`src/rtl/cache_line_fill.sv`:
```
// Miss-handling engine: writes back a dirty victim, invalidates it, bursts the
// new line in from memory word by word, then commits the new tag.
//
// state  | meaning
// IDLE   | waiting for a miss pulse
// WB     | writing back dirty victim words to memory
// INVAL  | clearing the victim tag valid bit
// FILL   | reading new line words from memory into the data array
// COMMIT | writing the new tag as valid, pulsing done
module cache_line_fill #(
    parameter int ADDR_W  = 32,
    parameter int DATA_W  = 32,
    parameter int INDEX_W = 6,
    parameter int WORD_W  = 2,
    localparam int TAG_W  = ADDR_W - INDEX_W - WORD_W - 2
) (
    input  logic               clk,
    input  logic               reset,
    input  logic               miss,
    input  logic [ADDR_W-1:0]  miss_addr,
    input  logic [1:0]         victim_way,
    input  logic               victim_dirty,
    input  logic [TAG_W-1:0]   victim_tag,
    output logic               busy,
    output logic               done,
    output logic               mem_req,
    output logic               mem_we,
    output logic [ADDR_W-1:0]  mem_addr,
    output logic [DATA_W-1:0]  mem_wdata,
    input  logic               mem_ready,
    input  logic [DATA_W-1:0]  mem_rdata,
    output logic [1:0]         line_way,
    output logic [INDEX_W-1:0] line_set,
    output logic [WORD_W-1:0]  line_word,
    input  logic [DATA_W-1:0]  arr_rdata,
    output logic               fill_we,
    output logic [DATA_W-1:0]  fill_wdata,
    output logic               tag_we,
    output logic               tag_valid,
    output logic [TAG_W-1:0]   tag_wdata
);

    localparam logic [2:0] S_IDLE   = 3'd0;
    localparam logic [2:0] S_WB     = 3'd1;
    localparam logic [2:0] S_INVAL  = 3'd2;
    localparam logic [2:0] S_FILL   = 3'd3;
    localparam logic [2:0] S_COMMIT = 3'd4;

    logic [2:0]         state_q, state_d;
    logic [WORD_W-1:0]  cnt_q, cnt_d;
    logic [TAG_W-1:0]   tag_q, tag_d;
    logic [TAG_W-1:0]   vtag_q, vtag_d;
    logic [INDEX_W-1:0] set_q, set_d;
    logic [1:0]         way_q, way_d;
    logic               last_word;

    assign last_word = (cnt_q == {WORD_W{1'b1}});

    always_comb begin
        state_d = state_q;
        cnt_d   = cnt_q;
        tag_d   = tag_q;
        vtag_d  = vtag_q;
        set_d   = set_q;
        way_d   = way_q;
        case (state_q)
            S_IDLE: begin
                if (miss) begin
                    tag_d   = miss_addr[ADDR_W-1 -: TAG_W];
                    set_d   = miss_addr[WORD_W+2 +: INDEX_W];
                    way_d   = victim_way;
                    vtag_d  = victim_tag;
                    cnt_d   = '0;
                    state_d = victim_dirty ? S_WB : S_INVAL;
                end
            end
            S_WB: begin
                if (mem_ready) begin
                    cnt_d = cnt_q + WORD_W'(1);
                    if (last_word) state_d = S_INVAL;
                end
            end
            S_INVAL: begin
                cnt_d   = '0;
                state_d = S_FILL;
            end
            S_FILL: begin
                if (mem_ready) begin
                    cnt_d = cnt_q + WORD_W'(1);
                    if (last_word) state_d = S_COMMIT;
                end
            end
            S_COMMIT: state_d = S_IDLE;
            default:  state_d = S_IDLE;
        endcase
    end

    always_ff @(posedge clk or negedge reset) begin
        if (!reset) begin
            state_q <= S_IDLE;
            cnt_q   <= '0;
            tag_q   <= '0;
            vtag_q  <= '0;
            set_q   <= '0;
            way_q   <= '0;
        end else begin
            state_q <= state_d;
            cnt_q   <= cnt_d;
            tag_q   <= tag_d;
            vtag_q  <= vtag_d;
            set_q   <= set_d;
            way_q   <= way_d;
        end
    end

    // All outputs decode from registered state so a reset clears them at once.
    always_comb begin
        busy       = (state_q != S_IDLE);
        done       = 1'b0;
        mem_req    = 1'b0;
        mem_we     = 1'b0;
        mem_addr   = '0;
        mem_wdata  = '0;
        line_way   = '0;
        line_set   = '0;
        line_word  = '0;
        fill_we    = 1'b0;
        fill_wdata = '0;
        tag_we     = 1'b0;
        tag_valid  = 1'b0;
        tag_wdata  = '0;
        if (busy) begin
            line_way = way_q;
            line_set = set_q;
        end
        case (state_q)
            S_WB: begin
                mem_req   = 1'b1;
                mem_we    = 1'b1;
                mem_addr  = {vtag_q, set_q, cnt_q, 2'b00};
                mem_wdata = arr_rdata;
                line_word = cnt_q;
            end
            S_INVAL: begin
                tag_we    = 1'b1;
                tag_wdata = tag_q;
            end
            S_FILL: begin
                mem_req    = 1'b1;
                mem_addr   = {tag_q, set_q, cnt_q, 2'b00};
                line_word  = cnt_q;
                fill_we    = mem_ready;
                fill_wdata = mem_ready ? mem_rdata : '0;
            end
            S_COMMIT: begin
                tag_we    = 1'b1;
                tag_valid = 1'b1;
                tag_wdata = tag_q;
                done      = 1'b1;
            end
            default: ;
        endcase
    end

endmodule

```
`config.mk`:
```
export PLATFORM = sky130hd
export DESIGN_NAME = cache_line_fill
export DESIGN_NICKNAME = d
export VERILOG_FILES = /design/src/rtl/cache_line_fill.sv
export SDC_FILE = /design/constraint.sdc
export NUM_CORES = 1
export LEC_CHECK = 0
export ABC_AREA = 0
export CORE_MARGIN = 5
export CORE_UTILIZATION = 36
export CTS_BUF_LIST = sky130_fd_sc_hd__clkbuf_8
export CTS_CLUSTER_DIAMETER = 50
export DETAILED_ROUTE_END_ITERATION = 16
export PLACE_DENSITY_LB_ADDON = 0.25
export SETUP_SLACK_MARGIN = 0.2
export SYNTH_ARGS = -nofsm -noshare
export SYNTH_HDL_FRONTEND = slang
export SYNTH_SLANG_ARGS = --single-unit
```
`constraint.sdc`:
```
create_clock -name clk -period 2.31 [get_ports clk]
set_input_delay 0.462 -clock clk [delete_from_list [all_inputs] [get_ports clk]]
set_output_delay 0.462 -clock clk [all_outputs]
set_load 0.005 [all_outputs]
```
==> summary.md, run 1 <==
| Metric | Value |
|---|---|
| Fin nets | 744 |
| Placed Instance Area | 6260 sq um |
| Syn_area_per_cell | 11.4 sq um |
| Largest net degree at the start of global routing | 33 |
| Commonest non-fill, non-tap cell in the layout | clkdlybuf4s50_1 |
| R2R cell count | 8 |
| Worst hold slack | 0.157 ns |
| Vias in the first global route | 3890 |
| Reg2Reg Setup Slack | 0.34 ns |
| RR Endpoint | vtag_q[7]$_DFFE_PN0P_ |
| Static leakage | 0.00380 uW |
| Worst EP arrival | 1.81 ns |
| Max Fanout on Critical Path | 5 |
| N_diodes | 0 |
| Die ar. | 12100 sq um |
| First-pass GRT wire length | 21200 microns |
| Vert. Die Dim | 110 microns |
| CP endpoint kind | primary output |
| Post-Synth Simple-Gate Area | 23.9% |
| Post-Syn Area | 3610 sq um |
| Largest family of logic cells by synthesized area | multiplexers |
| Power Dens Cells | 1180 nW/um^2 |
| Worst Skew | 0.00827 ns |
| Startpoint Class | register |
| Synth-to-layout area growth | 101% |
| Initial Utilization | 36.9% |
| Grt total ovfl | 0 |
| Drt total wl | 15800 microns |
| CTS tree | built |
| Commonest cells after routing, fill and taps aside | clkdlybuf4s50_1 (119), buf_6 (71), dfrtp_1 (55) |
| Setup violators final | 0 |
| Final hold viol count | 0 |
| Slew Viols, Final | 0 |
| FP Rows | 36 |
| Routed Antenna Nets | 0 |
| Max Cap Violations | 0 |
| Sequential share of the synthesized area | 39.5% |
| Layout cell share with drive strength beyond 1 | 46.5% |
| Core region area | 9770 sq um |
| Clock tree buffer depth | 2 |
| Ys Warns | 0 |
| WP data required | 1.85 ns |
| RSZ-0062 raised after global routing | yes |
| Clk Latency, worst-skew pair | 0.33 ns |
| Max Fclk | 441 MHz |
| Status | finished clean |
| Dpl hpwl | 10300 microns |
| Final Cell Area | 7260 sq um |
| H-Tree Depth | 3 |
| Total CTS buffers | 9 |
| Clock Sinks | 57 |
| Via density | 4.88 |
| Final GP Congestion | 0.746 |
| # DRC | 0 |
| Adder-cell share of the synthesized area | 0.347% |
| Detailed Routing Iterations Pass 1 | 4 |
| Mux cell area share after synthesis | 27.5% |
| Hold WC Path Type | input port to asynchronous set/reset pin |
| Hold buffers post-CTS | 0 |
| Total Routing Usage GR | 23.3% |
| Chip Width | 110 microns |
| Worst r2r src | state_q[1]$_DFFE_PN0P_ |
| Initial antenna violation count | 0 |
| Reg clk slew, reported paths | 0.07 ns |
| Top-level port count | 260 |
| Via count | 3690 |
| Synth Area in Compound Gates | 1.11% |
| Tcrit/Tclk final | 98.2% |
| Gate Count Post-Synth | 317 |
| Clock tree root driver cell | clkbuf_8 |
| Register bit total from synthesis | 57 |
| WL per Instance | 21.0 microns |
| Starting DRC count in detailed routing | 169 |
| I/O Buffers | 253 |
| Yosys cell types | 33 |
| Peak VDD IR | 0.700 mV |
| Synth Area in XOR/XNOR | 0.485% |
| Fin crit period | 2.27 ns |
| Setup CP Type | register to primary output |
## kinds of logic (layout without fill, tap and decap cells)
logic type / count (synthesis) / count (layout)
XOR/XNOR: 2 / 2
AO/OA/AOI/OAI: 6 / 6
buffers and inverters: 32 / 337
multiplexers: 74 / 74
adder cells (fa/ha/maj): 1 / 1
other: 1 / 2
flip-flops: 57 / 57
AND/OR/NAND/NOR: 144 / 144
## final cells by class
| cell class | count | area, sq um |
|---|---|---|
| sequential | 57 | 1430 |
| tap | 133 | 166 |
| inverter | 3 | 13.8 |
| clock inverter | 3 | 38.8 |
| timing repair buffer | 318 | 3340 |
| multi-input combinational | 229 | 2090 |
| fill | 654 | 2520 |
| clock buffer | 13 | 179 |
## registers in the layout, summed over array words and instances (netlist names)
signal,cells
tag_q,22
vtag_q,22
set_q,6
state_q,3
cnt_q,2
way_q,2
## report_power, final
group	internal, uW	leakage (uW)	switching, uW
clock	611	0.000117	394
sequential	1450	0.000710	338
combinational	3640	0.00297	2130
total	5700	0.00380	2860
## timing repair
action	CTS	global route
gates cloned	7	5
setup buffers	25	12
pin swaps	44	7
endpoints found under the setup margin	133	123
gates resized for setup	441	92
## routing by layer
| layer | vias up | routed length, microns | global-route usage (%) |
|---|---|---|---|
| li1 | 1666 | - | - |
| met1 | 1785 | 5280 | 23.0 |
| met2 | 198 | 8240 | 44.2 |
| met3 | 41 | 1550 | 7.11 |
| met4 | 0 | 764 | 10.4 |
| met5 | - | 0 | 0 |
## through the flow
stage               total power, uW  instances  utilization, %  worst slack (ns)  TNS (ns)
floorplan                      3840        318               -             0.473         0
global placement               6270        691            64.1            -0.117     -3.23
detailed placement             6380        691            64.1            -0.130     -3.63
CTS                            8070        739            71.4            0.0335         0
global route                   9040        756            74.2           -0.0224   -0.0224
finish                         8560        756            74.2            0.0426         0
## cell usage after synthesis
cell | n | area share [%]
nand2b_1 | 2 | 0.35
xnor2_1 | 2 | 0.49
buf_12 | 6 | 3.3
ha_1 | 1 | 0.35
a211oi_1 | 1 | 0.21
a311oi_1 | 1 | 0.24
nor3_4 | 1 | 0.45
and2b_2 | 8 | 1.9
and2_1 | 64 | 11
and2_4 | 1 | 0.24
mux2_2 | 2 | 0.62
nor2_1 | 25 | 2.6
a221oi_1 | 1 | 0.24
mux2i_1 | 22 | 6.1
conb_1 | 1 | 0.10
nor3_1 | 2 | 0.28
inv_1 | 2 | 0.21
buf_4 | 3 | 0.62
clkbuf_1 | 11 | 1.1
buf_6 | 2 | 0.62
and3_1 | 33 | 5.7
nor2b_1 | 1 | 0.17
nand3b_1 | 1 | 0.21
nor3b_1 | 1 | 0.21
mux2_4 | 50 | 21
clkbuf_2 | 2 | 0.28
and2_2 | 1 | 0.21
o21ai_0 | 3 | 0.42
inv_2 | 1 | 0.10
buf_2 | 5 | 0.69
nand2_1 | 2 | 0.21
dfrtp_1 | 57 | 40
nand3_1 | 2 | 0.28
## how the worst max path moves through the flow
stage                      startpoint              to  slack, ns
5_1_grt        state_q[2]$_DFFE_PN0P_  fill_wdata[10]      -0.02
3_3_place_gp                mem_ready  fill_wdata[11]      -0.12
3_5_place_dp                mem_ready  fill_wdata[24]      -0.13
6_report       state_q[1]$_DFFE_PN0P_  fill_wdata[10]       0.04
4_1_cts        state_q[1]$_DFFE_PN0P_    mem_addr[25]       0.03
2_1_floorplan  state_q[2]$_DFFE_PN0P_  fill_wdata[22]       0.47
## worst max-delay path, stage by stage (launching register included)
cell and delay, ns:
dfrtp_2 0.42, buf_12 0.14, and3_4 0.16, buf_6 0.12, buf_16 0.13, buf_8 0.12
buf_6 0.11, and2_1 0.15, buf_2 0.12
Note: power is estimated with default switching activity, not from simulation.
==> inputs of run 2 (changes only) <==
--- a/config.mk
+++ b/config.mk
@@ -12,7 +12,7 @@
 export CTS_CLUSTER_DIAMETER = 50
 export DETAILED_ROUTE_END_ITERATION = 16
 export PLACE_DENSITY_LB_ADDON = 0.25
-export SETUP_SLACK_MARGIN = 0.2
+export SETUP_SLACK_MARGIN = 0.15
 export SYNTH_ARGS = -nofsm -noshare
 export SYNTH_HDL_FRONTEND = slang
 export SYNTH_SLANG_ARGS = --single-unit
==> summary.md, run 2 (synthesis gave the netlist of run 1 again) <==
| Metric | Value |
|---|---|
| Max Fclk | 449 MHz (+1.8%) |
| Total Routing Usage GR | 22.2% (-1.0 points) |
| Pre-CTS WS | -0.130 ns (unchanged) |
| Hold buffers post-CTS | 0 (unchanged) |
| Total Power | 7790 uW (-9.0%) |
| CP endpoint kind | primary output |
| Status | finished clean |
| Reg clk slew, reported paths | 0.07 ns (about the same) |
| Detailed Routing Iterations Pass 1 | 4 (unchanged) |
| Largest net degree at the start of global routing | 33 (unchanged) |
| Initial antenna violation count | 0 (unchanged) |
| Routed Antenna Nets | 0 (unchanged) |
| Vert. Die Dim | 110 microns (unchanged) |
| Worst Skew | 0.00893 ns (+0.000664 ns) |
| Fin nets | 724 (-2.7%) |
| Peak VDD IR | 0.644 mV (-7.9%) |
| First-pass GRT wire length | 20400 microns (-3.9%) |
| # DRC | 0 (unchanged) |
| Dpl cells | 691 (unchanged) |
| Fin crit period | 2.23 ns (-0.0404 ns) |
| I/O Buffers | 253 (unchanged) |
| Reg2Reg Setup Slack | 0.40 ns (+0.06 ns) |
| Final GP Congestion | 0.746 (unchanged) |
| Clock tree buffer depth | 2 (unchanged) |
| Via count | 3480 (-5.7%) |
| Clock Sinks | 57 (unchanged) |
| Die ar. | 12100 sq um (unchanged) |
| Tcrit/Tclk final | 96.4% (-1.7 points) |
| Biggest regs | tag_q: 22 flops, vtag_q: 22 flops, set_q: 6 flops |
| H-Tree Depth | 3 (unchanged) |
| Commonest non-fill, non-tap cell in the layout | clkdlybuf4s50_1 |
| Vias in the first global route | 3742 (-3.8%) |
| Startpoint Class | register |
| WL per Instance | 19.8 microns (-5.5%) |
| FP Rows | 36 (unchanged) |
| Max Fanout on Critical Path | 7 (+2) |
| Minimum setup slack in the final design | 0.0830 ns (+0.0404 ns) |
| N_diodes | 0 (unchanged) |
| Layout cell share with drive strength beyond 1 | 38.1% (-8.4 points) |
| WP data required | 1.85 ns (about the same) |
| RSZ-0062 raised after global routing | yes |
| Initial Utilization | 36.9% (unchanged) |
| Placed Instance Area | 6260 sq um (unchanged) |
| Fillers | 757 (+16%) |
| Starting DRC count in detailed routing | 105 (-38%) |
| Total CTS buffers | 9 (unchanged) |
| Chip Width | 110 microns (unchanged) |
| Via density | 4.73 (-3.1%) |
| Setup CP Type | register to primary output |
| Clk Latency, worst-skew pair | 0.32 ns (about the same) |
| Slew Viols, Final | 0 (unchanged) |
| CTS tree | built |
| Setup violators final | 0 (unchanged) |
| Synth-to-layout area growth | 86.0% |
| Dpl hpwl | 10300 microns (unchanged) |
| Commonest cells after routing, fill and taps aside | clkdlybuf4s50_1 (123), dfrtp_1 (55), mux2_4 (50), buf_2 (50), and2_1 (46) |
| Max Cap Violations | 0 (unchanged) |
| Fin cells | 736 (-2.6%) |
| Static leakage | 0.00354 uW (-6.8%) |
| Worst EP arrival | 1.77 ns (-0.04 ns) |
| Core region area | 9770 sq um (unchanged) |
| Top-level port count | 260 (unchanged) |
| Grt total ovfl | 0 (unchanged) |
| Drt total wl | 14600 microns (-8.0%) |
| Clock tree root driver cell | clkbuf_8 |
| Final hold viol count | 0 (unchanged) |
| Power Dens Cells | 1160 nW/um^2 (-1.6%) |
| Final Cell Area | 6720 sq um (-7.5%) |
| Hold WC Path Type | input port to asynchronous set/reset pin |
run 2: worst paths after layout:
kind                                     endpoint  cells after the start                    from
setup / recovery                     mem_addr[12]                      4  state_q[1]$_DFFE_PN0P_
hold / removal               tag_q[1]$_DFFE_PN0P_                      2                   reset
setup reg to reg            vtag_q[7]$_DFFE_PN0P_                      7  state_q[1]$_DFFE_PN0P_
hold reg to reg             vtag_q[8]$_DFFE_PN0P_                      1   vtag_q[8]$_DFFE_PN0P_
max in group asynchronous  state_q[2]$_DFFE_PN0P_                      2                   reset
min in group clk            vtag_q[8]$_DFFE_PN0P_                      1   vtag_q[8]$_DFFE_PN0P_
run 2: repair_timing:
action                                  CTS  global route
pin swaps                                 4            12
resized for setup                       349            74
endpoints found under the setup margin  133            80
cloned                                    5             3
setup buffers                            15             6
run 2: area by class of cell:
class	count	area (sq um)	share of cell area (%)
timing repair buffer	298	2870	42.7
multi-input combinational	229	2020	30.1
sequential	57	1430	21.3
clock buffer	13	179	2.66
tap	133	166	2.48
clock inverter	3	38.8	0.578
inverter	3	13.8	0.205
run 2: power by group:
group | total (uW) | internal, uW | switching (uW) | leakage, uW
Sequential | 1790 | 1450 | 339 | 0.000710
Combinational | 5000 | 3120 | 1890 | 0.00272
Clock | 1000 | 611 | 390 | 0.000117
run 2: worst max-delay path, cell delays in order (launching register included):
cell and delay [ns]:
dfrtp_2 0.47, buf_4 0.20, mux2i_1 0.13, nor2_1 0.12, clkdlybuf4s50_1 0.52
run 2: per-layer routing:
| layer | vias to the layer above | GRT usage (%) | wire (microns) |
|---|---|---|---|
| met5 | - | 0 | 0 |
| met4 | 0 | 8.62 | 494 |
| met3 | 27 | 6.70 | 1310 |
| met2 | 156 | 41.6 | 7580 |
| met1 | 1675 | 23.1 | 5190 |
| li1 | 1622 | - | - |
run 2: stage by stage:
stage	hold slack, ns	utilization, %	TNS [ns]
2_1_floorplan	0.166	-	0
3_3_place_gp	0.488	64.1	-3.23
3_5_place_dp	0.492	64.1	-3.63
4_1_cts	0.162	66.5	-0.0282
5_1_grt	0.192	68.7	0
6_report	0.161	68.7	0
